**src/rtl/gate_seq_pkg.sv**
```systemverilog
// Shared definitions for the 2-input gate vector sequencer: FSM encoding,
// vector width and common truth tables indexed by {a,b}.
package gate_seq_pkg;

  typedef enum logic [1:0] {
    ST_IDLE   = 2'd0,
    ST_DRIVE  = 2'd1,
    ST_SAMPLE = 2'd2,
    ST_DONE   = 2'd3
  } state_e;

  localparam int VEC_W = 2;

  localparam logic [3:0] TT_AND  = 4'b1000;
  localparam logic [3:0] TT_OR   = 4'b1110;
  localparam logic [3:0] TT_XOR  = 4'b0110;
  localparam logic [3:0] TT_NAND = 4'b0111;

  // Expected gate output for a given input vector.
  function automatic logic tt_expect(input logic [3:0] truth, input logic [VEC_W-1:0] vec);
    return truth[vec];
  endfunction

endpackage

```
**src/rtl/gate_vector_seq.sv**
```systemverilog
// Drives all four input vectors into a 2-input gate, holds each for a settle
// time, samples the gate output once per vector and counts mismatches.
module gate_vector_seq
  import gate_seq_pkg::*;
#(
  parameter int unsigned HOLD_CYCLES = 4,
  parameter logic [3:0]  TRUTH       = TT_AND,
  parameter int unsigned PASSES      = 1,
  parameter int unsigned CNT_W       = 8
) (
  input  logic             clk,
  input  logic             rst_n,
  input  logic             start,
  input  logic             gate_y,
  output logic             gate_a,
  output logic             gate_b,
  output logic [1:0]       vec_idx,
  output logic             busy,
  output logic             done,
  output logic             pass,
  output logic [CNT_W-1:0] err_cnt
);

  localparam int unsigned HOLD_W = (HOLD_CYCLES > 1) ? $clog2(HOLD_CYCLES) : 1;
  localparam int unsigned PASS_W = (PASSES > 1) ? $clog2(PASSES) : 1;
  localparam logic [HOLD_W-1:0] HOLD_LAST = HOLD_W'(HOLD_CYCLES - 1);
  localparam logic [PASS_W-1:0] PASS_LAST = PASS_W'(PASSES - 1);
  localparam logic [CNT_W-1:0]  ERR_MAX   = '1;

  state_e             r_state;
  state_e             w_state_next;
  logic [VEC_W-1:0]   r_vec;
  logic [HOLD_W-1:0]  r_hold;
  logic [PASS_W-1:0]  r_pass_cnt;
  logic [CNT_W-1:0]   r_err;

  logic w_hold_last;
  logic w_last_vec;
  logic w_last_pass;
  logic w_mismatch;

  assign w_hold_last = (r_hold == HOLD_LAST);
  assign w_last_vec  = (r_vec == {VEC_W{1'b1}});
  assign w_last_pass = (r_pass_cnt == PASS_LAST);
  assign w_mismatch  = (gate_y != tt_expect(TRUTH, r_vec));

  always_ff @(posedge clk or negedge rst_n) begin
    if (!rst_n) begin
      r_state <= ST_IDLE;
    end else begin
      r_state <= w_state_next;
    end
  end

  always_comb begin
    w_state_next = r_state;
    case (r_state)
      ST_IDLE, ST_DONE: if (start) w_state_next = ST_DRIVE;
      ST_DRIVE:         if (w_hold_last) w_state_next = ST_SAMPLE;
      ST_SAMPLE:        w_state_next = (w_last_vec && w_last_pass) ? ST_DONE : ST_DRIVE;
      default:          w_state_next = ST_IDLE;
    endcase
  end

  always_comb begin
    busy = (r_state == ST_DRIVE) || (r_state == ST_SAMPLE);
    done = (r_state == ST_DONE);
    pass = (r_state == ST_DONE) && (r_err == '0);
  end

  // The vector index rolls over naturally from 3 to 0, which also returns
  // the gate inputs to 00 on the way into DONE.
  always_ff @(posedge clk or negedge rst_n) begin
    if (!rst_n) begin
      r_vec      <= '0;
      r_hold     <= '0;
      r_pass_cnt <= '0;
      r_err      <= '0;
    end else begin
      case (r_state)
        ST_IDLE, ST_DONE: begin
          if (start) begin
            r_vec      <= '0;
            r_hold     <= '0;
            r_pass_cnt <= '0;
            r_err      <= '0;
          end
        end
        ST_DRIVE: begin
          r_hold <= w_hold_last ? '0 : r_hold + HOLD_W'(1);
        end
        ST_SAMPLE: begin
          if (w_mismatch && (r_err != ERR_MAX)) r_err <= r_err + CNT_W'(1);
          r_vec  <= r_vec + VEC_W'(1);
          r_hold <= '0;
          if (w_last_vec && !w_last_pass) r_pass_cnt <= r_pass_cnt + PASS_W'(1);
        end
        default: ;
      endcase
    end
  end

  assign gate_a  = r_vec[1];
  assign gate_b  = r_vec[0];
  assign vec_idx = r_vec;
  assign err_cnt = r_err;

endmodule

```
**config.mk**
```make
export PLATFORM = sky130hd
export DESIGN_NAME = gate_vector_seq
export DESIGN_NICKNAME = d
export VERILOG_FILES = /design/src/rtl/gate_seq_pkg.sv /design/src/rtl/gate_vector_seq.sv
export SDC_FILE = /design/constraint.sdc
export NUM_CORES = 1
export LEC_CHECK = 0
export CELL_PAD_IN_SITES_DETAIL_PLACEMENT = 0
export CELL_PAD_IN_SITES_GLOBAL_PLACEMENT = 1
export CORE_MARGIN = 3
export CORE_UTILIZATION = 30
export CTS_CLUSTER_DIAMETER = 150
export CTS_CLUSTER_SIZE = 24
export DETAILED_ROUTE_END_ITERATION = 10
export PLACE_DENSITY = 0.75
export SYNTH_ARGS = -nofsm -noshare
export SYNTH_HDL_FRONTEND = slang
export SYNTH_SLANG_ARGS = --single-unit
```
**constraint.sdc**
```tcl
create_clock -name clk -period 3.1 [get_ports clk]
set_input_delay 0.775 -clock clk [delete_from_list [all_inputs] [get_ports clk]]
set_output_delay 0.775 -clock clk [all_outputs]
set_load 0.005 [all_outputs]
```
; Word level (Yosys, flattened, before mapping)
; Cells that the tools add are included.
[word_totals]
reg_bits = 15
latch_bits = 0
mem_bits_rw = 0
mem_bits_ro = 0
input_bits = 4
output_inout_bits = 15
elab_cells = 51
memories = 0
[classes]
n_addsub = 4
n_mul = 0
div = 0
order_cmp = 1
eq_ne = 11
shifts = 0
muxes = 16
bitwise = 1
reduce_logical = 13
[ops]
columns = operator, n
row1 = $mux 8, 2
row2 = $pmux 8 s2, 1
row3 = $pmux 2 s3, 2
row4 = $mux 2, 5
row5 = $add 8x1->8 const B, 1
row6 = $eq 2x2->1 const B, 4
row7 = $logic_not 8->1, 1
row8 = $ne 8x8->1 const B, 1
row9 = $reduce_and 3->1, 2
row10 = $add 2x1->2 const B, 2
row11 = $logic_and 1x1->1, 4
row12 = $ne 2x1->1 const B, 2
row13 = $ne 2x2->1 const B, 2
row14 = $pmux 2 s2, 1
row15 = $reduce_and 2->1, 2
row16 = $lt 2x3->1 const B, 1
row17 = $mux 1, 3
row18 = $bmux 1 s2, 1
row19 = $eq 2x1->1 const B, 1
row20 = $logic_not 2->1, 1
row21 = $pmux 1 s2, 1
row22 = $reduce_bool 2->1, 1
row23 = $reduce_or 2->1, 1
row24 = $add 1x1->1 const B, 1
row25 = 3 further kinds, 3

; Longest topological paths before layout
; Gate-level depths: netlist (run 1).
[depth]
word_depth = 6
ltp_mapped = 7
depth_no_buf = 6

; Least setup slack after synthesis (run 1)
; No wires, ideal clock.
[synth_timing]
kind = input-to-reg
from = in gate_y
to = reg r_err[5] (netlist: err_cnt[5])
setup_time_ns = 0.090
arrival_ns = 1.700
required_time_ns = 3.010
slack_ns = 1.310
path_stages = 4
path_buffers = 0
path_cell_list = xor2_2 > o211ai_2 > or4_1 > o221ai_1
[synth_between]
elab_chain_len = 4
[synth_rtl]
columns = element, line
row1 = "start, declared", gate_vector_seq.sv:14  ; input logic gate_y,
row2 = $ne 1x1->1, gate_vector_seq.sv:45  ; assign w_mismatch = (gate_y != tt_expect(TRUTH, r_vec));
row3 = $logic_and 1x1->1, gate_vector_seq.sv:93  ; if (w_mismatch && (r_err != ERR_MAX)) r_err <= r_err + CNT_W'(1);
row4 = $ne 2x1->1 (no source line), -
row5 = $reduce_and 3->1 (no source line), -
row6 = "end signal, assigned", gate_vector_seq.sv:93
row7 = "end, declared", gate_vector_seq.sv:35  ; logic [CNT_W-1:0] r_err;
; No other way between the ends.
; A chain may end at the register's enable or synchronous reset.

; Worst setup path after layout (run 1)
[layout_timing]
from = reg r_state[0]
to = out pass
[layout_between]
elab_chain_len = 2
[layout_rtl]
columns = element, line
row1 = "start, declared", gate_vector_seq.sv:30  ; state_e r_state;
row2 = "start signal, assigned", gate_vector_seq.sv:51  ; r_state <= w_state_next;
row3 = $eq 2x2->1, gate_vector_seq.sv:68  ; pass = (r_state == ST_DONE) && (r_err == '0);
row4 = $logic_and 1x1->1, gate_vector_seq.sv:68
row5 = "end, declared", gate_vector_seq.sv:20  ; output logic pass,
; No other way between the ends.

==> results.cfg, run 1 <==
[floorplanning]
die_w_um = 61.97
die_area_mm2 = 0.003840
initial_utilization = 0.3267
num_rows = 19
coreArea_mm2 = 0.002877
die_h_um = 61.97
ios = 19

[timing]
hold_ws_ns = 0.4895
tns_ns = 0
hold_viol = 0
setup_viol = 0
period_needed_ns = 2.634
fin_skew_ns = 0.002459
fmax_ghz = 0.3796
rsz0062_at_grt = no
period_share = 0.8498
slew-limit-headroom = 0.5140
tightestPinTransition_ns = 0.7268
drv_slew = 0

[worst_setup_path]
rrSetupSlack_ns = 1.10
critPathRequiredTime_ns = 2.32
crit_buf_inv = 1
critPathTopFamily = buffers and inverters
crit_arrival_ns = 1.86
critical_path.cell_chain = ha_1, nor4b_1, and4b_1, clkdlybuf4s50_1
cp-endpoint = pass
cp_num_cells = 4
path_class = reg2out
reg2reg_to = err_cnt[5]
slowest_stage = clkdlybuf4s50_1
r2r_start = r_state[0]
crit_fanout = 5
cp-start-kind = register
crit_start = r_state[0]
slowest_delay_ns = 0.50
critPathCaptureType = primary output
ff2ff_path_depth = 6

[clock_network]
cts_resized = 0
clk_pin_slew_worst_paths_ns = 0.09
post_cts_buffers = 0
clockRootBuffer = clkbuf_4
clkLatencyLatePin_ns = 0.29
clockBufferDepth = 2
htreeDepth = 1
clkSinkCount = 15
cts_tree = yes
holdBufCountCts = 0
cts_inserted_buffers = 3

[yosys]
synth_area_um2 = 939.7
ys_seq_elements = 15
ys_types = 33
synth.largest_area_cell = dfrtp_1
synth_top_area_share = 0.3995
synth.yosys.seq_area_share = 0.3995
synth.area.top_cells = dfrtp_1, ha_1, nand2_1, nand3_1, o21ai_0
synth.avg_cell_area_um2 = 9.123
yosysWarnings = 0
syn_nets = 115
synthCells = 103

[finish]
diodes = 0
final_nets = 135
drive_gt1_frac = 0.05738
fillers = 283
area_growth_pct = 26.37
multi_input_area_um2 = 504.2
seqCellArea_um2 = 375.4

[routing]
via_per_inst = 4.970
drc = 0
first_iter_violations = 14
firstDrtPassIters = 4
dr_total_vias = 815
ant_nets = 0
routedWlPerCell_um = 12.88
finalWirelength_mm = 2.112

[power]
p_leak_nw = 0.4904
p_total_mw = 0.6196
ir_drop_uv = 263.4
power_density_mw_per_mm2 = 521.8

[place]
gp_congestion = 0.8355
dp_hpwl_mm = 1.534
numPortBuffers = 18

[global_routing]
grt_pass1_vias = 796
grt_use_total = 0.1278
grt_first_pass_wirelength_mm = 3.622
grt_max_degree = 20
overflow = 0
antenna_found_initial = 0

[flow_run]
drv_cap = 0

[worst_hold_path]
hold_depth = 1
hp-class = reg2reg

[run_status]
status = complete, no violations
-- per-layer routing --
| layer | vias up | wire length [µm] | GRT usage | share of wire |
|---|---|---|---|---|
| met4 | 0 | 21 | 0.02727 | 0.0099 |
| li1 | 411 | - | - | - |
| met1 | 380 | 1096 | 0.1830 | 0.52 |
| met3 | 4 | 104 | 0.04752 | 0.049 |
| met2 | 20 | 889 | 0.1834 | 0.42 |
| met5 | - | 0 | 0 | 0 |
-- cell families after synthesis --
kind of cell / after synthesis / share of synthesized area
buf+inv: 14 / 0.06391
compound gates: 24 / 0.1731
flops: 15 / 0.3995
fa+ha+maj: 8 / 0.1065
mux: 1 / 0.01065
simple gates: 40 / 0.2290
xor+xnor: 1 / 0.01731
-- how the worst min path moves through the flow --
stage	slack, ns	from	to
floorplan	0.46	r_hold[0]	r_hold[0]
global placement	0.47	r_hold[0]	r_hold[0]
detailed placement	0.48	r_hold[0]	r_hold[0]
CTS	0.50	r_hold[0]	r_hold[0]
global route	0.51	r_hold[0]	r_hold[0]
finish	0.49	r_hold[0]	r_hold[0]
-- final cells by class --
cell class	instances	area share
Tap cell	42	0.04426
Clock buffer	4	0.02213
Inverter	9	0.02845
Timing Repair Buffer	20	0.1644
Sequential cell	15	0.3161
Multi-Input combinational cell	74	0.4247
-- through the flow --
stage          cells  area (µm²)  setup WS (ns)    util
2_1_floorplan    103       939.7          1.310       -
3_3_place_gp     160        1161         0.7090  0.4037
3_5_place_dp     160        1161         0.6658  0.4037
4_1_cts          164        1187         0.4214  0.4128
5_1_grt          164        1187         0.2953  0.4128
6_report         164        1187         0.4655  0.4128
-- cells in the mapped netlist (all sizes together) --
library cell and instances:
dfrtp 15, nand2 11, inv 9, ha 8, nand3 8, o21ai 8, nand4 4, nor2 4
a21oi 3, and3 3, clkbuf 3, o211ai 3, a2bb2oi 2, buf 2, nand2b 2, nand3b 2
o221ai 2, a21boi 1, a31oi 1, a32o 1, and4b 1, mux2i 1, nor2b 1, nor3 1
nor4b 1, nor4bb 1, o21a 1, o22ai 1, o31ai 1, or4 1, xor2 1
-- flip-flops by register name, summed over array words and instances (netlist names) --
signal	flops
vec_idx	2
r_pass_cnt	1
err_cnt	8
r_state	2
r_hold	2
-- report_power, final --
group	total [mW]	internal, mW	leakage [nW]	switching [mW]
registers	0.246	0.222	0.206	0.0243
logic	0.257	0.107	0.270	0.150
clock network	0.116	0.0501	0.0150	0.0663
-- cells in the final DEF, fill, tap and decap left out, types with 2 or more instances in the layout --
cell type and instances:
nand3_1 8, o211ai_1 2, nor2_1 4, o221ai_1 2
dfrtp_1 15, nand4_1 4, inv_1 9, clkdlybuf4s50_1 18
buf_4 2, o21ai_0 7, nand2_1 11, nand2b_1 2
ha_1 8, a21oi_1 3, a2bb2oi_1 2, clkbuf_4 3
and3_1 3, nand3b_1 2
No activity file was read; power rests on OpenSTA's default activity.
==> inputs of run 2 (changes only) <==
==> constraint.sdc (replaced) <==
create_clock -name clk -period 2.6 [get_ports clk]
set_input_delay 0.65 -clock clk [delete_from_list [all_inputs] [get_ports clk]]
set_output_delay 0.65 -clock clk [all_outputs]
set_load 0.005 [all_outputs]
==> results.cfg, run 2 (synthesis gave the netlist of run 1 again) <==
[place]
dp_hpwl_mm = 1.553
dp_cells = 161
gp_congestion = 0.8319
numPortBuffers = 18
dpl_worst_slack_ns = 0.3065

[finish]
layout_commonest_cell = clkdlybuf4s50_1
layout_common_cells = clkdlybuf4s50_1, dfrtp_1, nand2_1
fin_util = 0.4180
final_nets = 137
area_growth_pct = 27.96
diodes = 0
drive_gt1_frac = 0.07258
final_cells = 166
largest_reg_flops = 8

[power]
p_leak_nw = 0.4998
p_seq_frac = 0.374
internal_power_mw = 0.4686
ir_drop_uv = 330.9
pwr-share-clk = 0.186
p_sw_frac = 0.3883
combPwrFrac = 0.440
power_density_mw_per_mm2 = 637.1
p_sw_mw = 0.2975

[floorplanning]
die_w_um = 61.97
die_h_um = 61.97
die_area_mm2 = 0.003840
num_rows = 19
coreArea_mm2 = 0.002877
ios = 19
initial_utilization = 0.3267

[worst_setup_path]
critical_path.cell_chain = ha_1, nor4b_1, and4b_1, clkdlybuf4s50_1
slowest_stage = clkdlybuf4s50_1
slowest_delay_ns = 0.49
critPathCaptureType = primary output
reg2reg_to = err_cnt[5]
rrSetupSlack_ns = 0.78
path_class = reg2out
r2r_start = vec_idx[0]
crit_fanout = 4
cp-start-kind = register
crit_arrival_ns = 1.81
ff2ff_path_depth = 5
critPathRequiredTime_ns = 1.95

[flow_run]
drv_cap = 0

[run_status]
status = complete, no violations

[routing]
finalWirelength_mm = 2.221
routedWlPerCell_um = 13.38
via_per_inst = 5.120
first_iter_violations = 33
ant_nets = 0
drc = 0
dr_total_vias = 850
firstDrtPassIters = 4

[timing]
setup_viol = 0
hold_viol = 0
period_needed_ns = 2.455
period_share = 0.9443
hold_ws_ns = 0.4898
fin_skew_ns = 0.003074
fin_ws_ns = 0.1448
rsz0062_at_grt = no
fmax_ghz = 0.4073
tightestPinTransition_ns = 0.7317
tns_ns = 0
slew-limit-headroom = 0.5107
drv_slew = 0

[worst_hold_path]
hold_depth = 1
hp-class = reg2reg
min-delay-start = r_hold[0]
worstHoldEndpoint = r_hold[0]

[clock_network]
cts_inserted_buffers = 3
holdBufCountCts = 0
clockRootBuffer = clkbuf_4
clkSinkCount = 15
clk_pin_slew_worst_paths_ns = 0.10
clkLatencyLatePin_ns = 0.29
cts_tree = yes
htreeDepth = 1
clockBufferDepth = 2

[global_routing]
grt_first_pass_wirelength_mm = 3.726
antenna_found_initial = 0
overflow = 0
grt_max_degree = 19
grt_pass1_vias = 819
grt_use_total = 0.1302
## run 2: cell count changes in the layout (fill, tap and decap cells not counted), sizes merged
cell  change
buf       +2
## run 2: critical path, delay by kind of cell (launching register included)
| kind | cells | cell delay (ns) |
|---|---|---|
| adder cells (fa/ha/maj) | 1 | 0.19 |
| buffers and inverters | 1 | 0.49 |
| flip-flops | 1 | 0.40 |
| AND/OR/NAND/NOR | 2 | 0.43 |
## run 2: how the worst max path moves through the flow
stage               start    endpoint  cells past startpoint  slack, ns
2_1_floorplan  r_state[0]  err_cnt[5]                      6       0.85
3_3_place_gp       gate_y  err_cnt[5]                      5       0.35
3_5_place_dp       gate_y  err_cnt[5]                      5       0.31
4_1_cts        r_state[0]        pass                      4       0.06
5_1_grt        r_state[1]        pass                      4    0.00004
6_report       r_state[1]        pass                      4       0.14
## run 2: cell type report
cell class | instances | area, µm²
Inverter | 9 | 33.78
Sequential cell | 15 | 375.4
Clock buffer | 4 | 26.28
Tap cell | 42 | 52.55
Fill cell | 303 | 1674
Timing Repair Buffer | 22 | 210.2
Multi-Input combinational cell | 74 | 504.2
## run 2: timing repair
action	4_1_cts	5_1_grt
setup endpoints to repair	0	1
resized for setup	0	0
buffers inserted	0	1
## run 2: per-layer routing
layer / GRT usage / up-vias / share of wire / wire length, µm
li1: - / 413 / - / -
met1: 0.1899 / 413 / 0.51 / 1132
met2: 0.1938 / 22 / 0.44 / 987
met3: 0.02066 / 2 / 0.041 / 91
met4: 0.04545 / 0 / 0.0045 / 10
met5: 0 / - / 0 / 0
## run 2: power by group through the flow
stage | Combinational (mW) | Clock (mW) | Sequential (mW)
floorplan | 0.191 | 0 | 0.293
global placement | 0.310 | 0 | 0.296
detailed placement | 0.322 | 0 | 0.299
CTS | 0.324 | 0.148 | 0.294
global route | 0.379 | 0.153 | 0.291
finish | 0.337 | 0.143 | 0.286
## run 2: per-stage QoR
| stage | cell area, µm² | power [mW] |
|---|---|---|
| floorplan | 939.7 | 0.4837 |
| global placement | 1169 | 0.6066 |
| finish | 1202 | 0.7661 |
| CTS | 1195 | 0.7671 |
| detailed placement | 1169 | 0.6209 |
| global route | 1202 | 0.8242 |
==> inputs of run 3 (changes only) <==
--- a/config.mk
+++ b/config.mk
@@ -7,12 +7,15 @@
 export LEC_CHECK = 0
 export CELL_PAD_IN_SITES_DETAIL_PLACEMENT = 0
 export CELL_PAD_IN_SITES_GLOBAL_PLACEMENT = 1
+export CORE_ASPECT_RATIO = 0.8
 export CORE_MARGIN = 3
 export CORE_UTILIZATION = 30
 export CTS_CLUSTER_DIAMETER = 150
 export CTS_CLUSTER_SIZE = 24
 export DETAILED_ROUTE_END_ITERATION = 10
+export MAX_ROUTING_LAYER = met4
 export PLACE_DENSITY = 0.75
+export SETUP_SLACK_MARGIN = 0.15
 export SYNTH_ARGS = -nofsm -noshare
 export SYNTH_HDL_FRONTEND = slang
 export SYNTH_SLANG_ARGS = --single-unit
==> results.cfg, run 3 (synthesis gave the netlist of run 1 again) <==
[floorplanning]
num_rows = 17
die_area_mm2 = 0.003844
ios = 19
coreArea_mm2 = 0.002872
initial_utilization = 0.3272
die_h_um = 56.06
die_w_um = 68.57

[timing]
rsz0062_at_grt = no
tns_ns = 0
hold_viol = 0
setup_viol = 0
drv_slew = 0
fin_skew_ns = 0.0005464
slew-limit-headroom = 0.5086
period_needed_ns = 2.337
hold_ws_ns = 0.4860
tightestPinTransition_ns = 0.7348
period_share = 0.8987
fmax_ghz = 0.4280

[clock_network]
cts_tree = yes
clockBufferDepth = 2
clkSinkCount = 15
clk_pin_slew_worst_paths_ns = 0.06
htreeDepth = 1
cts_inserted_buffers = 3
clockRootBuffer = clkbuf_8
clkLatencyLatePin_ns = 0.25

[global_routing]
grt_max_degree = 19
overflow = 0
antenna_found_initial = 0
grt_first_pass_wirelength_mm = 3.939
grt_pass1_vias = 860
grt_use_total = 0.1404

[routing]
dr_total_vias = 846
first_iter_violations = 59
via_per_inst = 5.159
met3_length_um = 199
drt-met1-wl_mm = 1.081
drc = 0
ant_nets = 0
wl_met2_um = 918
top_layer = met4
routedWlPerCell_um = 13.60
finalWirelength_mm = 2.230
firstDrtPassIters = 4

[finish]
area_growth_pct = 31.03
final_nets = 139
seqCellArea_um2 = 375.4
diodes = 0
final_cells = 164
fin_util = 0.4288
fillers = 310
layout_commonest_cell = clkdlybuf4s50_1
multi_input_area_um2 = 504.2
largest_reg_flops = 8
drive_gt1_frac = 0.08730
layout_common_cells = clkdlybuf4s50_1, dfrtp_1, nand2_1

[worst_setup_path]
rrSetupSlack_ns = 0.76
crit_arrival_ns = 1.69
critPathCaptureType = primary output
slowest_delay_ns = 0.49
critPathTopFamily = simple AND/OR/NAND/NOR gates
critPathRequiredTime_ns = 1.95
cp-start-kind = register
path_class = reg2out
crit_buf_inv = 1
crit_fanout = 7
critical_path.cell_chain = nor4b_1, and4b_1, clkdlybuf4s50_1
slowest_stage = clkdlybuf4s50_1

[place]
dp_hpwl_mm = 1.586
numPortBuffers = 18
gp_congestion = 0.7800
dp_cells = 157

[run_status]
status = complete, no violations

[power]
power_density_mw_per_mm2 = 678.5
p_total_mw = 0.8354
p_leak_nw = 0.5179
ir_drop_uv = 284.3

[worst_hold_path]
hp-class = reg2reg

[flow_run]
drv_cap = 0
run 3: changes by cell type in the layout (fill, tap and decap cells not counted):
cell      previous run  this run
buf_4                4         6
clkbuf_4             3         0
clkbuf_8             0         3
run 3: what timing repair did:
action,4_1_cts,5_1_grt
gates resized for setup,0,0
setup endpoints to repair,1,1
setup buffers,2,1
cloned,0,0
hold buffers,0,0
run 3: final timing paths:
path,from,to,cells after the start
max reg2reg,vec_idx[1],err_cnt[5],5
min reg2reg,r_hold[0],r_hold[0],1
min in group asynchronous,rst_n,r_state[1],1
min,r_hold[0],r_hold[0],1
max in group asynchronous,rst_n,err_cnt[2],1
max,err_cnt[5],pass,3
run 3: worst reg2reg max path, stage by stage, from the launching register on:
cell and delay (ns):
dfrtp_1 0.41, ha_1 0.26, xor2_2 0.34, o211ai_2 0.18
or4_1 0.48, o221ai_1 0.08
run 3: report_power, final:
group / switching (mW) / leakage [nW] / internal (mW)
Combinational: 0.198 / 0.290 / 0.157
Sequential: 0.0203 / 0.206 / 0.265
Clock: 0.0862 / 0.0228 / 0.109
Total: 0.305 / 0.518 / 0.531
run 3: layer usage:
metal | global-route usage | up-vias
met5 | - | -
met4 | 0.05099 | 0
met3 | 0.05051 | 4
met2 | 0.1878 | 32
met1 | 0.1911 | 396
li1 | - | 414
run 3: cell type report:
type / instances / share of cell area
clock buffer: 4 / 0.03659
inverter: 9 / 0.02744
multi-input combinational: 74 / 0.4096
sequential: 15 / 0.3049
tap: 38 / 0.03862
timing repair buffer: 24 / 0.1829
run 3: metrics by stage:
stage | setup WS, ns | cell area [µm²]
after global routing | 0.1741 | 1231
after detailed placement | 0.2929 | 1164
final | 0.2634 | 1231
after global placement | 0.3362 | 1164
after floorplan | 0.8539 | 939.7
after CTS | 0.1969 | 1224
